<file path="src/rtl/sram_word_engine_if.sv">
// Command bus from the memory controller plus the SRAM pad signals.
// The engine takes the slave side; the controller/pads (or a bench) take the master side.
interface sram_word_engine_if;
    logic        start;
    logic [7:0]  cmd;
    logic [31:0] addr;
    logic [31:0] wdata;
    logic [3:0]  wstrb;
    logic        busy;
    logic        done;
    logic [31:0] rdata;
    logic [17:0] sram_addr;
    logic [15:0] sram_data_out;
    logic        sram_data_oe;
    logic [15:0] sram_data_in;
    logic        sram_cs_n;
    logic        sram_oe_n;
    logic        sram_we_n;
    logic        sram_ub_n;
    logic        sram_lb_n;

    modport master (
        output start, cmd, addr, wdata, wstrb, sram_data_in,
        input  busy, done, rdata, sram_addr, sram_data_out, sram_data_oe,
               sram_cs_n, sram_oe_n, sram_we_n, sram_ub_n, sram_lb_n
    );

    modport slave (
        input  start, cmd, addr, wdata, wstrb, sram_data_in,
        output busy, done, rdata, sram_addr, sram_data_out, sram_data_oe,
               sram_cs_n, sram_oe_n, sram_we_n, sram_ub_n, sram_lb_n
    );
endinterface

</file>
<file path="src/rtl/sram_word_engine.sv">
// Executes one 32-bit read/write command as two 16-bit accesses on an async SRAM.
// Every output is a register loaded from the next-state decode, so pins change only on clk.
module sram_word_engine #(
    parameter int ACCESS_CYCLES = 2
) (
    input  logic              clk,
    input  logic              reset,
    sram_word_engine_if.slave bus
);
    localparam logic [7:0] CMD_RD = 8'h01;
    localparam logic [7:0] CMD_WR = 8'h02;

    typedef enum logic [2:0] {IDLE, SETUP, ACCESS, HOLD, DONE} state_t;

    state_t      state, state_d;
    logic        half, half_d;
    logic [3:0]  cnt, cnt_d;
    logic        is_wr, is_wr_d;
    logic [16:0] waddr, waddr_d;
    logic [31:0] wdat, wdat_d;
    logic [3:0]  strb, strb_d;
    logic [31:0] rdata, rdata_d;

    logic        busy, busy_d, done, done_d;
    logic [17:0] sram_addr, sram_addr_d;
    logic [15:0] dout, dout_d;
    logic        data_oe, data_oe_d;
    logic        cs_n, cs_n_d, oe_n, oe_n_d, we_n, we_n_d, ub_n, ub_n_d, lb_n, lb_n_d;
    logic [1:0]  lane_strb;
    logic        active;

    logic unused_addr_bits;
    assign unused_addr_bits = ^{bus.addr[31:19], bus.addr[1:0]};

    always_comb begin
        state_d = state;
        half_d  = half;
        cnt_d   = cnt;
        is_wr_d = is_wr;
        waddr_d = waddr;
        wdat_d  = wdat;
        strb_d  = strb;
        rdata_d = rdata;
        case (state)
            IDLE: if (bus.start) begin
                is_wr_d = (bus.cmd == CMD_WR);
                waddr_d = bus.addr[18:2];
                wdat_d  = bus.wdata;
                strb_d  = bus.wstrb;
                if (bus.cmd == CMD_RD) begin
                    half_d  = 1'b0;
                    state_d = SETUP;
                end else if (bus.cmd == CMD_WR && bus.wstrb != 4'h0) begin
                    half_d  = (bus.wstrb[1:0] == 2'b00);
                    state_d = SETUP;
                end else begin
                    state_d = DONE;
                end
            end
            SETUP: begin
                cnt_d   = 4'(ACCESS_CYCLES - 1);
                state_d = ACCESS;
            end
            ACCESS: begin
                if (cnt == 4'd0) begin
                    state_d = HOLD;
                    if (!is_wr) begin
                        if (half) rdata_d[31:16] = bus.sram_data_in;
                        else      rdata_d[15:0]  = bus.sram_data_in;
                    end
                end else begin
                    cnt_d = cnt - 4'd1;
                end
            end
            HOLD: begin
                if (!half && (!is_wr || strb[3:2] != 2'b00)) begin
                    half_d  = 1'b1;
                    state_d = SETUP;
                end else begin
                    state_d = DONE;
                end
            end
            DONE:    state_d = IDLE;
            default: state_d = IDLE;
        endcase

        // Pin values for the cycle we are about to enter.
        active      = (state_d == SETUP) || (state_d == ACCESS) || (state_d == HOLD);
        lane_strb   = half_d ? strb_d[3:2] : strb_d[1:0];
        busy_d      = active;
        done_d      = (state_d == DONE);
        sram_addr_d = sram_addr;
        dout_d      = dout;
        data_oe_d   = 1'b0;
        cs_n_d      = 1'b1;
        oe_n_d      = 1'b1;
        we_n_d      = 1'b1;
        ub_n_d      = 1'b1;
        lb_n_d      = 1'b1;
        if (active) begin
            cs_n_d      = 1'b0;
            sram_addr_d = {waddr_d, half_d};
            if (is_wr_d) begin
                data_oe_d = 1'b1;
                dout_d    = half_d ? wdat_d[31:16] : wdat_d[15:0];
                {ub_n_d, lb_n_d} = ~lane_strb;
                we_n_d    = (state_d != ACCESS);
            end else begin
                {ub_n_d, lb_n_d} = 2'b00;
                oe_n_d    = (state_d == HOLD);
            end
        end
    end

    always_ff @(posedge clk) begin
        if (reset) begin
            state     <= IDLE;
            half      <= 1'b0;
            cnt       <= 4'd0;
            is_wr     <= 1'b0;
            waddr     <= '0;
            wdat      <= '0;
            strb      <= '0;
            rdata     <= '0;
            busy      <= 1'b0;
            done      <= 1'b0;
            sram_addr <= '0;
            dout      <= '0;
            data_oe   <= 1'b0;
            cs_n      <= 1'b1;
            oe_n      <= 1'b1;
            we_n      <= 1'b1;
            ub_n      <= 1'b1;
            lb_n      <= 1'b1;
        end else begin
            state     <= state_d;
            half      <= half_d;
            cnt       <= cnt_d;
            is_wr     <= is_wr_d;
            waddr     <= waddr_d;
            wdat      <= wdat_d;
            strb      <= strb_d;
            rdata     <= rdata_d;
            busy      <= busy_d;
            done      <= done_d;
            sram_addr <= sram_addr_d;
            dout      <= dout_d;
            data_oe   <= data_oe_d;
            cs_n      <= cs_n_d;
            oe_n      <= oe_n_d;
            we_n      <= we_n_d;
            ub_n      <= ub_n_d;
            lb_n      <= lb_n_d;
        end
    end

    assign bus.busy          = busy;
    assign bus.done          = done;
    assign bus.rdata         = rdata;
    assign bus.sram_addr     = sram_addr;
    assign bus.sram_data_out = dout;
    assign bus.sram_data_oe  = data_oe;
    assign bus.sram_cs_n     = cs_n;
    assign bus.sram_oe_n     = oe_n;
    assign bus.sram_we_n     = we_n;
    assign bus.sram_ub_n     = ub_n;
    assign bus.sram_lb_n     = lb_n;
endmodule

</file>
<file path="src/flat_wrapper.sv">
// flat-port wrapper written by rule: the top's interface ports become plain ports
module sram_word_engine_flat 
#(
    parameter int ACCESS_CYCLES = 2
)
  (clk, reset, bus_start, bus_cmd, bus_addr, bus_wdata, bus_wstrb, bus_sram_data_in, bus_busy, bus_done, bus_rdata, bus_sram_addr, bus_sram_data_out, bus_sram_data_oe, bus_sram_cs_n, bus_sram_oe_n, bus_sram_we_n, bus_sram_ub_n, bus_sram_lb_n);
  sram_word_engine_if bus_i ();
  input  logic clk;
  input  logic reset;
  input wire logic [$bits(bus_i.start)-1:0] bus_start;
  input wire logic [$bits(bus_i.cmd)-1:0] bus_cmd;
  input wire logic [$bits(bus_i.addr)-1:0] bus_addr;
  input wire logic [$bits(bus_i.wdata)-1:0] bus_wdata;
  input wire logic [$bits(bus_i.wstrb)-1:0] bus_wstrb;
  input wire logic [$bits(bus_i.sram_data_in)-1:0] bus_sram_data_in;
  output wire logic [$bits(bus_i.busy)-1:0] bus_busy;
  output wire logic [$bits(bus_i.done)-1:0] bus_done;
  output wire logic [$bits(bus_i.rdata)-1:0] bus_rdata;
  output wire logic [$bits(bus_i.sram_addr)-1:0] bus_sram_addr;
  output wire logic [$bits(bus_i.sram_data_out)-1:0] bus_sram_data_out;
  output wire logic [$bits(bus_i.sram_data_oe)-1:0] bus_sram_data_oe;
  output wire logic [$bits(bus_i.sram_cs_n)-1:0] bus_sram_cs_n;
  output wire logic [$bits(bus_i.sram_oe_n)-1:0] bus_sram_oe_n;
  output wire logic [$bits(bus_i.sram_we_n)-1:0] bus_sram_we_n;
  output wire logic [$bits(bus_i.sram_ub_n)-1:0] bus_sram_ub_n;
  output wire logic [$bits(bus_i.sram_lb_n)-1:0] bus_sram_lb_n;
  assign bus_i.start = bus_start;
  assign bus_i.cmd = bus_cmd;
  assign bus_i.addr = bus_addr;
  assign bus_i.wdata = bus_wdata;
  assign bus_i.wstrb = bus_wstrb;
  assign bus_i.sram_data_in = bus_sram_data_in;
  assign bus_busy = bus_i.busy;
  assign bus_done = bus_i.done;
  assign bus_rdata = bus_i.rdata;
  assign bus_sram_addr = bus_i.sram_addr;
  assign bus_sram_data_out = bus_i.sram_data_out;
  assign bus_sram_data_oe = bus_i.sram_data_oe;
  assign bus_sram_cs_n = bus_i.sram_cs_n;
  assign bus_sram_oe_n = bus_i.sram_oe_n;
  assign bus_sram_we_n = bus_i.sram_we_n;
  assign bus_sram_ub_n = bus_i.sram_ub_n;
  assign bus_sram_lb_n = bus_i.sram_lb_n;
  sram_word_engine #(.ACCESS_CYCLES(ACCESS_CYCLES)) u_core (.clk(clk), .reset(reset), .bus(bus_i));
endmodule
</file>
<file path="config.mk">
export PLATFORM = sky130hd
export DESIGN_NAME = sram_word_engine_flat
export DESIGN_NICKNAME = d
export VERILOG_FILES = /design/src/rtl/sram_word_engine_if.sv /design/src/rtl/sram_word_engine.sv /design/src/flat_wrapper.sv
export SDC_FILE = /design/constraint.sdc
export NUM_CORES = 1
export LEC_CHECK = 0
export ABC_AREA = 1
export BUFFER_PORTS_ARGS = -buffer_cell sky130_fd_sc_hd__buf_2
export CORE_MARGIN = 2
export CORE_UTILIZATION = 50
export CTS_CLUSTER_SIZE = 12
export DETAILED_ROUTE_END_ITERATION = 8
export PLACE_DENSITY = 0.88
export SLEW_MARGIN = 10
export SYNTH_ARGS = -nofsm -noshare
export SYNTH_HDL_FRONTEND = slang
export SYNTH_SLANG_ARGS = --single-unit
export TNS_END_PERCENT = 1
</file>
<file path="constraint.sdc">
create_clock -name clk -period 2.57 [get_ports clk]
set_clock_uncertainty 0.05 [all_clocks]
set_input_delay 0.514 -clock clk [delete_from_list [all_inputs] [get_ports clk]]
set_output_delay 0.514 -clock clk [all_outputs]
set_load 0.05 [all_outputs]
</file>
Word-level counts from Yosys, hierarchy flattened
Cells that the tools add are included.

storage, ports and cells
  word-level logic and storage cells = 83
  input bits = 95
  register bits after elaboration = 136

cells by class
  $add $sub $neg = 1
  equality and inequality tests = 11
  bitwise gates (word level) = 5
  mux-type cells = 27
  reductions and logical operators = 20

operators with widths
  kind                                               number
  2-to-1 mux 32 bit                                  2
  2-to-1 mux 17 bit                                  2
  2-to-1 mux 16 bit                                  1
  2-to-1 mux 3 bit                                   5
  == test 3 x 2 -> 1 bit (second input constant)     4
  2-to-1 mux 4 bit                                   3
  case mux 3 bit (4 select lines)                    1
  2-to-1 mux 1 bit                                   10
  == test 8 x 1 -> 1 bit (second input constant)     1
  == test 8 x 2 -> 1 bit (second input constant)     1
  case mux 4 bit (2 select lines)                    1
  AND reduction 4 bit                                2
  == test 3 x 1 -> 1 bit (second input constant)     2
  OR reduction 3 bit                                 2
  zero test 4 bit                                    1
  NOT 1 bit                                          4
  AND reduction 2 bit                                2
  nonzero test 2 bit                                 2
  nonzero test 4 bit                                 1
  subtractor 4 x 1 -> 4 bit (second input constant)  1
  == test 3 bit (second input constant)              1
  zero test 3 bit                                    1
  logical OR 1 bit                                   3
  != test 3 x 2 -> 1 bit (second input constant)     1
  8 further kinds                                    10

Depth between registers and ports, before layout
  depth after elaboration = 11
  mapped depth = 14

Worst setup path before layout
Ideal clock, no wire load.

  path kind = input-to-reg
  start point = input bus_cmd[0]
  end point = register u_core.dout[10], in the netlist u_core.bus.sram_data_out[10]
  stages = 13
  arrival = 1.551 ns
  library setup time = 0.112 ns
  slack = 0.858 ns
  cells stage by stage = inv_1 > nand2_1 > nor2_1 > nand3_1 > nand2_1 > nand2_1 > nand2_2 > nand2_4 > buf_6 > nand2_1 > nand2_1 > nor2_1 > nor2_1

between the ends
  cells in the longest elaborated chain, start to end = 10
  elaborated cells on any way between the ends = 20

ends and longest elaborated chain
  item                                                                     line                                            text
  start: declaration                                                       flat_wrapper.sv:11                              input wire logic [$bits(bus_i.cmd)-1:0] bus_cmd;
  == test 8 x 2 -> 1 bit                                                   sram_word_engine.sv:46, sram_word_engine.sv:53
  logical AND 1 bit                                                        sram_word_engine.sv:53                          end else if (bus.cmd == CMD_WR && bus.wstrb != 4'h0) begin
  2-to-1 mux 3 bit                                                         sram_word_engine.sv:53
  2-to-1 mux 3 bit                                                         sram_word_engine.sv:50                          if (bus.cmd == CMD_RD) begin
  2-to-1 mux 3 bit                                                         sram_word_engine.sv:45                          IDLE: if (bus.start) begin
  case mux 3 bit (4 select lines)                                          sram_word_engine.sv:44                          case (state)
  == test 3 x 1 -> 1 bit / == test 3 x 2 -> 1 bit (equally long branches)  sram_word_engine.sv:88                          active = (state_d == SETUP) || (state_d == ACCESS) || (state_d == HOLD);
  logical OR 1 bit (2 in series)                                           sram_word_engine.sv:88
  AND reduction 2 bit (no line)                                            n/a
  end signal: assignment                                                   sram_word_engine.sv:147                         dout <= dout_d;
  end: declaration                                                         sram_word_engine.sv:26                          logic [15:0] dout, dout_d;

Several ways; a longest one is shown, not always the timed one.
A chain may end at the register's enable or synchronous reset.

Worst setup path in the final report
  start point = register u_core.cnt[0]
  end point = register u_core.dout[14], in the netlist u_core.bus.sram_data_out[14]

between the ends
  cells in the longest elaborated chain, start to end = 7
  elaborated cells on any way between the ends = 9

ends and longest elaborated chain
  item                                                                     line                     text
  start: declaration                                                       sram_word_engine.sv:17   logic [3:0] cnt, cnt_d;
  start signal: assignment                                                 sram_word_engine.sv:138  cnt <= cnt_d;
  zero test 4 bit *                                                        sram_word_engine.sv:65   if (cnt == 4'd0) begin
  2-to-1 mux 3 bit *                                                       sram_word_engine.sv:65
  case mux 3 bit (4 select lines) *                                        sram_word_engine.sv:44
  == test 3 x 1 -> 1 bit / == test 3 x 2 -> 1 bit (equally long branches)  sram_word_engine.sv:88
  logical OR 1 bit                                                         sram_word_engine.sv:88
  logical OR 1 bit *                                                       sram_word_engine.sv:88
  AND reduction 2 bit (no line) *                                          n/a

Mark *: on every way between the ends. The rest lies on a longest branch, timed or not.

==> flow_summary.toml <==
[clock_network]
clk_path_buf_depth = 2
tritoncts = "built"
cts-root-buf = "clkbuf_8"
numCtsBuffers = 17
cts_hold_buf = 0
clkTransAtPathRegs_ns = 0.06
cts.sinks = 136
cts_resized = 0
insertion_delay_ns = 0.51
htree_levels = 4
cts_setup_buffers = 0

[floorplan]
die_x_microns = 109.5
core_sq_um = 10840
dieHeight_microns = 109.5
start_util = 0.5137
die_area_sq_um = 12000
num_io_pins = 169
std_cell_rows = 38

[routing]
drt-vias-per-instance = 4.843
drt_iter0_drc = 275
drc = 0
antenna_left = 0
firstDrtPassIters = 5
wl_mm = 13.22
wl_per_cell_microns = 12.84
vias = 4983

[global_route]
grt_usage = 0.2301
grt_pass1_vias = 4798
grt_pass1_wl_mm = 21.49
grt_max_degree = 49
overflow = 0
antenna_found_initial = 0

[setup_path]
crit_slowest_cell = "dfxtp_1"
regToRegSetupSlack_ns = 0.40
r2r-start = "u_core.cnt[0]"
r2r-end = "u_core.bus.sram_data_out[14]"
r2r_cells = 13
crit_type = "flip-flop to flip-flop"
cp.required_ns = 2.92
worstPathArrival_ns = 2.52
cpMostUsedCell = "nand2_1"
crit_start = "u_core.cnt[0]"
crit_fanout = 32
max_stage_delay_ns = 0.32
crit_family = "simple AND/OR/NAND/NOR gates"
endpoint_kind = "flip-flop"
crit_chain = "inv_1 -> ha_1 -> nand2_1 -> nor2_1 -> nand2_1 -> nand2_1 -> inv_1 -> nand3_2 -> nand2_1 -> buf_4 -> nand2_1 -> nand2_1 -> nor2_1"
path_buf_inv = 3
critPathLaunchType = "flip-flop"

[yosys]
seq_area_frac_synth = 0.4889
async_flop_share = 0
yosys_warnings = 0
synthesis.nets = 827
synth_seq_cells = 136
synth_ff_type = "dfxtp_1"
syn_area_sq_um = 5569
synth_cells = 730
synth_edf_count = 0
ys_types = 33
synth.avg_cell_area_sq_um = 7.629

[timing]
max_slew_margin = 0.6933
setup_tns_ns = 0
fmax_mhz = 460.6
timing.final.max_slew_violations = 0
min_period_ns = 2.171
timing_hold_violations_final = 0
timing.final.crit_share = 0.8447
setup_viol = 0
grt_setup_unrepaired = "false"
tightest_slew_ns = 0.4600

[flow_run]
max_cap_viol_count = 0

[layout]
antenna_cells = 0
final_common_cell = "nor2_1"
layout.nets = 974
layout_common_cells = "nor2_1 (191), buf_2 (153), dfxtp_1 (136)"
instances_no_fill = 1029
syn_to_final_growth_pct = 26.42
fillCellCount = 955
drive_above_1_share = 0.2767
design_area_sq_um = 7041

[power_and_ir_drop]
switching_power_mw = 1.151
p_seq_frac = 0.427
vdd_drop_max_mv = 0.4720
p_int_mw = 3.991
p_comb_frac = 0.084
clkPwrFrac = 0.488
powerDensity_nw_per_um2 = 730.3
p_leak_nw = 3.662
sw_frac_of_total = 0.2238

[hold_path]
min-delay-start = "bus_sram_data_in[10]"
hold_path.class = "primary input to flip-flop"
hold_depth = 3
hold_end = "u_core.bus.rdata[10]"

[placed_design]
port_buffers = 153
globalplace.congestion = 0.7962
placed_area_sq_um = 6424
dp_hpwl_mm = 8.904
dp_cells = 998

[outcome]
outcome = "complete, no violations"
per-layer routing:
layer  share of wire  wire (microns)  track usage
met1            0.43            5656       0.2636
met5               0               0            0
met4           0.016             207      0.09855
met3           0.065             854      0.05987
met2            0.49            6497       0.4039
cell usage after synthesis, types with 2 or more instances:
cell | instances | area [sq um]
nand3_2 | 2 | 20.02
inv_2 | 5 | 18.77
nor3_4 | 2 | 32.53
buf_4 | 3 | 22.52
mux2i_1 | 17 | 170.2
a211oi_1 | 14 | 105.1
nor2_1 | 191 | 716.9
o21a_1 | 33 | 247.7
nand3_1 | 22 | 110.1
a21oi_1 | 6 | 30.03
a211oi_2 | 3 | 37.54
inv_1 | 78 | 292.8
dfxtp_1 | 136 | 2723
clkbuf_1 | 20 | 75.07
nand4_1 | 2 | 12.51
buf_2 | 11 | 55.05
o21ai_0 | 36 | 180.2
or2_2 | 32 | 200.2
nand2_1 | 100 | 375.4
ha_1 | 2 | 25.02
buf_6 | 2 | 22.52
o21ai_1 | 2 | 10.01
logic make-up (layout without fill, tap and decap cells):
kind of cell	Yosys count	in the layout	synth area share
AOI/OAI and AO/OA	96	96	0.1141
muxes	17	17	0.03055
buffers and inverters	121	280	0.08874
xor gates and xnor gates	1	1	0.001573
and+or+nand+nor	357	357	0.2716
adders and majority gates	2	2	0.004493
DFF	136	136	0.4889
through the flow:
step	hold WS, ns	utilization	power, mW	setup WS, ns
floorplan	0.4085	-	2.544	0.8578
global placement	0.4184	0.5926	2.661	0.4270
detailed placement	0.4318	0.5926	2.674	0.4052
CTS	0.1731	0.6495	5.184	0.3776
global route	0.1823	0.6495	5.346	0.2129
finish	0.1971	0.6495	5.142	0.3991
final cells by class:
cell class / count / area [sq um] / area share
flip-flops and latches: 136 / 2723 / 0.3867
multi-input cells: 473 / 2355 / 0.3345
repair buffers: 165 / 855.8 / 0.1216
clock buffers: 19 / 441.7 / 0.06273
inverters: 84 / 315.3 / 0.04478
clock inverters: 12 / 175.2 / 0.02488
well taps: 140 / 175.2 / 0.02488
sequential cells by signal, summed over array words and instances, names as in the netlist:
signal,cells
u_core.bus.rdata,32
u_core.wdat,32
u_core.bus.sram_addr,18
u_core.waddr,17
u_core.bus.sram_data_out,16
u_core.cnt,4
u_core.strb,4
u_core.state,3
u_core.bus.busy,1
u_core.bus.done,1
u_core.bus.sram_cs_n,1
u_core.bus.sram_data_oe,1
u_core.bus.sram_lb_n,1
u_core.bus.sram_oe_n,1
u_core.bus.sram_ub_n,1
u_core.bus.sram_we_n,1
u_core.half,1
u_core.is_wr,1
power groups by stage:
stage | Sequential [mW] | Combinational (mW) | Clock [mW]
final | 2.20 | 0.434 | 2.51
after detailed placement | 2.24 | 0.431 | 0
after global routing | 2.20 | 0.485 | 2.66
after floorplan | 2.25 | 0.289 | 0
after CTS | 2.20 | 0.436 | 2.55
after global placement | 2.24 | 0.423 | 0
tightest hold or removal path: cells and delay by family:
| kind | cells | cell delay, ns |
|---|---|---|
| buf+inv | 1 | 0.09 |
| simple gates | 2 | 0.12 |
worst max path at each step:
| stage | endpoint | cells after the start | slack [ns] |
|---|---|---|---|
| floorplan | u_core.bus.sram_data_out[10] | 13 | 0.86 |
| global placement | u_core.bus.sram_data_out[8] | 12 | 0.43 |
| detailed placement | u_core.bus.sram_data_out[14] | 12 | 0.41 |
| CTS | u_core.bus.sram_data_out[14] | 13 | 0.38 |
| global route | u_core.bus.sram_data_out[14] | 13 | 0.21 |
| finish | u_core.bus.sram_data_out[14] | 13 | 0.40 |
No activity file was read; power rests on OpenSTA's default activity.
